$ cat config.mk
export PLATFORM = sky130hd
export DESIGN_NAME = sample_deser
export DESIGN_NICKNAME = d
export VERILOG_FILES = /design/src/rtl/sample_deser.sv
export SDC_FILE = /design/constraint.sdc
export NUM_CORES = 1
export LEC_CHECK = 0
export BUFFER_PORTS_ARGS = -buffer_cell sky130_fd_sc_hd__buf_2
export CAP_MARGIN = 0
export CELL_PAD_IN_SITES_DETAIL_PLACEMENT = 1
export CELL_PAD_IN_SITES_GLOBAL_PLACEMENT = 2
export CORE_AREA = 2 2 185 187
export CTS_CLUSTER_SIZE = 14
export DETAILED_ROUTE_END_ITERATION = 7
export DIE_AREA = 0 0 187 189
export GPL_TIMING_DRIVEN = 0
export PLACE_DENSITY = 0.78
export SYNTH_ARGS = -nofsm -noshare
export SYNTH_HDL_FRONTEND = slang
export SYNTH_SLANG_ARGS = --single-unit
$ cat constraint.sdc
create_clock -name clk -period 10.9 [get_ports clk]
set_input_delay 1.635 -clock clk [delete_from_list [all_inputs] [get_ports clk]]
set_output_delay 1.635 -clock clk [all_outputs]
set_load 0.02 [all_outputs]
$ cat src/rtl/sample_deser.sv
// sample_deser: collects serial samples into NB_OUT parallel lanes and
// presents each complete frame on data_out with a one-cycle strobe.
//
// Ports:
//   clk          rising-edge clock
//   areset       asynchronous active-high reset
//   data_in      serial sample (DATA_WIDTH bits)
//   data_in_en   data_in valid this cycle
//   frame_start  qualified by data_in_en; current sample is lane 0
//   data_out     assembled frame, lane k = k-th sample of the frame
//   data_out_en  one-cycle strobe, data_out holds a new frame
//   lane_cnt     index of the next lane to be written
//   frame_err    one-cycle pulse, a partial frame was discarded
//   flush        (only with SAMPLE_DESER_FLUSH_EN) emit the partial frame
//                zero-padded
//
// Optional feature macro: SAMPLE_DESER_FLUSH_EN
module sample_deser #(
  parameter int unsigned NB_OUT     = 8,
  parameter int unsigned DATA_WIDTH = 16,
  parameter int unsigned CNT_WIDTH  = $clog2(NB_OUT)
) (
  input  logic                                clk,
  input  logic                                areset,
  input  logic [DATA_WIDTH-1:0]               data_in,
  input  logic                                data_in_en,
  input  logic                                frame_start,
  output logic [NB_OUT-1:0][DATA_WIDTH-1:0]   data_out,
  output logic                                data_out_en,
  output logic [CNT_WIDTH-1:0]                lane_cnt,
  output logic                                frame_err
`ifdef SAMPLE_DESER_FLUSH_EN
  ,
  input  logic                                flush
`endif
);

  localparam logic [CNT_WIDTH-1:0] LAST_LANE = CNT_WIDTH'(NB_OUT - 1);

  logic [NB_OUT-1:0][DATA_WIDTH-1:0] shadow_q, shadow_d;
  logic [NB_OUT-1:0][DATA_WIDTH-1:0] out_q, out_d;
  logic [CNT_WIDTH-1:0]              cnt_q, cnt_d;
  logic                              out_en_q, out_en_d;
  logic                              err_q, err_d;

  logic resync;
  logic last;
  logic flush_req;

  // Next-state: lane write, frame completion, resync and optional flush
  always_comb begin
    shadow_d = shadow_q;
    out_d    = out_q;
    cnt_d    = cnt_q;
    out_en_d = 1'b0;
    err_d    = 1'b0;

    resync = data_in_en && frame_start && (cnt_q != '0);
    last   = (cnt_q == LAST_LANE);

`ifdef SAMPLE_DESER_FLUSH_EN
    // frame_start with a sample owns the cycle; flush is ignored then
    flush_req = flush && !(data_in_en && frame_start) &&
                (data_in_en || (cnt_q != '0));
`else
    flush_req = 1'b0;
`endif

    if (resync) begin
      // Drop the partial frame; this sample opens a new one in lane 0.
      // Also covers the case where it would have completed the frame.
      shadow_d[0] = data_in;
      cnt_d       = CNT_WIDTH'(1);
      err_d       = 1'b1;
    end else begin
      if (data_in_en) begin
        for (int unsigned k = 0; k < NB_OUT; k++) begin
          if (CNT_WIDTH'(k) == cnt_q) begin
            shadow_d[k] = data_in;
          end
        end
        if (last) begin
          cnt_d    = '0;
          out_d    = shadow_d;
          out_en_d = 1'b1;
        end else begin
          cnt_d = cnt_q + CNT_WIDTH'(1);
        end
      end

      // Flush: written lanes pass through, the rest are zero-padded
      if (flush_req && !(data_in_en && last)) begin
        for (int unsigned k = 0; k < NB_OUT; k++) begin
          if (data_in_en ? (CNT_WIDTH'(k) <= cnt_q) : (CNT_WIDTH'(k) < cnt_q)) begin
            out_d[k] = shadow_d[k];
          end else begin
            out_d[k] = '0;
          end
        end
        out_en_d = 1'b1;
        cnt_d    = '0;
      end
    end
  end

  // State registers
  always_ff @(posedge clk or posedge areset) begin
    if (areset) begin
      shadow_q <= '0;
      out_q    <= '0;
      cnt_q    <= '0;
      out_en_q <= 1'b0;
      err_q    <= 1'b0;
    end else begin
      shadow_q <= shadow_d;
      out_q    <= out_d;
      cnt_q    <= cnt_d;
      out_en_q <= out_en_d;
      err_q    <= err_d;
    end
  end

  assign data_out    = out_q;
  assign data_out_en = out_en_q;
  assign lane_cnt    = cnt_q;
  assign frame_err   = err_q;

endmodule

; Word level (Yosys, flattened, before mapping)
; Cells that the tools add are included.
; Widths: inputs -> output; s select.
[classes]
add_sub_neg = 1
n_eq_ne = 8
muxes = 17
bitwise_logic = 1
n_reduce_logical = 7
[op_table]
columns = operator, n
row1 = $mux 16, 10
row2 = $eq 3x3->1 const A, 4
row3 = $mux 3, 3
row4 = $eq 2x3->1 const A, 2
row5 = $mux 1, 4
row6 = $add 3x1->3 const B, 1
row7 = $eq 1x3->1 const A, 1
row8 = $eq 3x3->1 const B, 1
row9 = $logic_not 3->1, 1
row10 = $reduce_and 3->1, 1
row11 = $reduce_bool 3->1, 1
row12 = $logic_and 1x1->1, 2
row13 = $reduce_and 2->1, 1
row14 = $reduce_bool 2->1, 1
row15 = $not 1->1, 1
[word_totals]
regBits = 261
input_bits = 20
word_cells = 53

; Depth between registers and ports, before layout
[logic_depth]
word_depth = 4
mapped_depth = 8
mapped_depth_nobuf = 5

; Worst setup path after synthesis
; OpenSTA, ideal clock, no wires.
[synth_timing]
path_type = input to register
start = in data_in_en
end = reg shadow_q[112] (netlist name)
setup_ps = 125
arrival_ps = 2675
required_time_ps = 10775
path_slack_ps = 8100
stages = 5
n_path_buf = 2
cell_sequence = buf_4 nand2_1 a21oi_2 buf_4 mux2_2
[synth_via]
elab_chain_cells = 4
[synth_rtl]
columns = item, line_no
row1 = "start, declared", 26  ; input logic data_in_en,
row2 = $logic_and 1x1->1 (2 in series), 58  ; resync = data_in_en && frame_start && (cnt_q != '0);
row3 = $not 1->1 (no source line), --
row4 = $reduce_and 2->1 (no source line) *, --
row5 = "end signal, assigned", 115  ; shadow_q <= shadow_d;
row6 = "end, declared", 40  ; logic [NB_OUT-1:0][DATA_WIDTH-1:0] shadow_q, shadow_d;
; Every way passes the cells marked *; elsewhere a longest branch is shown, timed or not.
; A chain may end at the register's enable or synchronous reset.

; Worst setup path after layout
[layout_timing]
start = reg cnt_q[2] (netlist: lane_cnt[2])
end = out lane_cnt[2]
[layout_lines]
columns = item, line_no
row1 = "start, declared", 42  ; logic [CNT_WIDTH-1:0] cnt_q, cnt_d;
row2 = "start signal, assigned", 117  ; cnt_q <= cnt_d;
row3 = "end, declared", 30  ; output logic [CNT_WIDTH-1:0] lane_cnt,
; No word-level cell between the ends.

==> summary.txt <==
Place
  – Pre-CTS setup slack: roughly 7.7 ns
  – Post-DP HPWL: 20800 um
  – Final RePlAce weighted congestion: 0.722
  – Post-Place Cells: 1342
  – I/O Buffers: 151

Timing
  – RSZ-0062 raised after global routing: no
  – Final worst-path cycle share: 26.1%
  – Final Skew: between 0.01 and 0.015 ns
  – Setup WS post-layout: 8.06 ns
  – FMAX: 0.352 GHz
  – Worst-Margin Slew: 0.713 ns
  – # setup viols final: 0
  – Post-Route Hold Slack: 0.499 ns
  – Final Hold Fails: 0
  – Slew HR: 52.4%
  – Max Slew Vio Count: 0
  – Final worst path period need: roughly 2.8 ns

GRT
  – Initial antenna violation count: 0
  – Vias in the first global route: about 7400
  – Maximum number of pins on one net before global-route repair: 120
  – Total Routing Usage GR: 16.9%
  – Congestion Overflow GR: 0
  – First-pass GRT wire length: 45900 um

Critical path
  – Worst-path maximum fanout: 6
  – R2R Setup Slk: 8.40 ns
  – Top delay family on crit path: flip-flops
  – Critical path cell sequence: buf_2
  – Reg-to-Reg End: data_out[62]
  – Startpoint Class: register
  – Endpoint class of the critical path: output pin
  – RR Startpoint: lane_cnt[2]
  – Crit Path Category: register to output pin
  – WP data arrival: 1.21 ns
  – Crit path buf inv count: 1
  – CP max stage cell: dfrtp_1
  – Crit-path max cell delay: 0.46 ns
  – Worst Path Required: 9.27 ns
  – Worst-case reg-to-reg path depth: 7

Synth
  – Commonest cells in the netlist: mux2_2, dfrtp_1, buf_4, mux2_4, clkbuf_1
  – Synthesized flop and latch total: between 200 and 300
  – Avg Inst Size Synth: between 15 and 20 um^2
  – Post-synth top area cell: dfrtp_1
  – EDFF count, synth: 0
  – Synth area leaders: dfrtp_1, mux2_2, mux2_4
  – Post-Synthesis Cells: ~740
  – Area share of the largest cell type after synthesis: approximately 56%
  – Seq/Total Area, Yosys: between 50% and 60%
  – Netlist Area Pre-Place: ~12000 um^2
  – Ys Warns: 0
  – Synth Net Count: 768
  – Top_reg_cell synth: dfrtp_1
  – Count leader, synth: mux2_2
  – Share of synthesized registers carrying an async set or reset: 100%
  – Unique cell type count in the Yosys netlist: 26

Power
  – Overall Power: 3.96 mW
  – Worst vdd ir: 0.128 mV
  – P_int: 2.67 mW
  – Seq pwr share: between 30 and 40%
  – Leakage: between 6 and 7 nW
  – Net Sw Frac: 32.5%
  – Pwr per Cell Area: 285 nW/um^2
  – Clock group share of total power: 23.5%
  – Switch Pwr: 1.29 mW
  – Power share of the combinational group: around 37%

Hold path
  – Hold Crit Start: shadow_q[94]
  – WHS Endpoint: shadow_q[94]
  – Hold Path Class: register to register
  – Hold Path Cell Cnt: 1

Die
  – DIE HEIGHT: 189 um
  – IO Pins: 153
  – Die Width: around 190 um
  – Initial Util: 34.8%
  – DIE AREA: 35300 um^2
  – Core box area: 33300 um^2
  – Row cnt: 67

Final layout
  – Fin util: 41.6%
  – Area grow syn2layout: 19.6%
  – Fillers: roughly 3400
  – Non-Filler Instances: about 1400
  – Layout cells sized above 1: 66.2%
  – NumNets Final: about 950
  – Antenna Cells: 0

Clock tree
  – CTS tree: yes
  – Post-CTS Setup Repair Bufs: 0
  – CTS sink count: 261
  – Post-CTS Resized: 0
  – Hold buffer count at cts: 0
  – Root buf cell: clkbuf_16
  – Clock Path Buffers: 3
  – H-tree Lvls: 1
  – Skew-Pair Late Insertion Delay: 0.54 ns
  – Clock-pin transition on the worst setup and hold timing paths: 0.06 ns
  – CTS Buf Count: 28

Drt
  – Via density: around 4.8
  – WL final: 29400 um
  – Post-route ant nets: 0
  – Drt pass-1 iters: 4
  – Vias: 6648
  – Remaining DRCs: 0
  – Per-cell routed wire length: 21.2 um
  – DR iter-0 viols: between 200 and 250

Outcome
  – Status: completed

Job
  – Max cap viols: 0
[metrics by stage]
stage | setup TNS [ns] | instance area, um^2
2_1_floorplan | 0 | 11600
3_3_place_gp | -304.32 | 12900
3_5_place_dp | 0 | 13000
4_1_cts | 0 | 13900
5_1_grt | 0 | 13900
6_report | 0 | 13900
[layout make-up]
cell class,count,area (um^2),share of cell area (%)
Clock inverter,8,101,0.731
Sequential cell,261,6530,47.1
Timing Repair Buffer,153,811,5.85
Inverter,4,22.5,0.162
Tap cell,448,561,4.04
Clock buffer,39,792,5.71
Buffer,54,335,2.42
Multi-Input combinational cell,422,4710,34.0
[power groups by stage]
stage                     combinational, mW  sequential, mW  clock, mW
after floorplan                       0.832            1.77          0
after global placement                 1.44            1.58          0
after detailed placement               1.47            1.60          0
after CTS                              1.48            1.58      0.955
after global routing                   1.56            1.63      0.995
final                                  1.45            1.58      0.931
[routing by layer]
metal | vias up | track usage, % | routed length (um)
met5 | - | 0 | 0
met4 | 0 | 4.58 | 597
met3 | 36 | 3.24 | 1290
met2 | 119 | 28.3 | 14300
met1 | 3490 | 22.3 | 13200
li1 | 3003 | - | -
[layout by cell type, fill, tap and decap left out, types with 2 or more instances in the layout]
master	netlist	final
clkbuf_16	0	28
dfrtp_1	261	261
mux2_2	359	359
inv_1	4	3
nor2_1	2	2
bufinv_16	0	2
clkbuf_1	17	23
nand2_2	3	3
buf_4	20	20
mux2_1	6	6
buf_2	10	161
nand3_2	4	4
buf_6	6	6
buf_16	0	2
nand2_1	4	4
mux2_4	20	20
clkinv_2	0	5
a21oi_2	2	2
clkbuf_8	0	5
ha_1	7	7
nor2b_1	2	2
a21oi_1	5	5
[worst max path at each step]
stage	end	slack [ns]	startpoint	cells past startpoint
final	lane_cnt[2]	8.06	lane_cnt[2]	1
after detailed placement	shadow_q[114]	7.65	data_in_en	6
after global placement	data_out[35]	-1.20	areset	2
after global routing	lane_cnt[2]	8.01	lane_cnt[2]	1
after CTS	lane_cnt[2]	8.03	lane_cnt[2]	1
after floorplan	data_out[0]	2.08	areset	1
[state kept, by name, summed over array words and instances, names as in the netlist]
name,cells
data_out,128
shadow_q,128
lane_cnt,3
data_out_en,1
frame_err,1
[cell families (layout without fill, tap and decap cells)]
group | after synthesis | in the layout | share of synthesized area (%)
multiplexers | 385 | 385 | 38.1
buffers and inverters | 58 | 258 | 3.02
AO/OA/AOI/OAI | 9 | 9 | 0.508
AND/OR/NAND/NOR | 21 | 21 | 1.29
adder cells (fa/ha/maj) | 7 | 7 | 0.756
flip-flops | 261 | 261 | 56.4
Power figures use the tool's default switching activity.
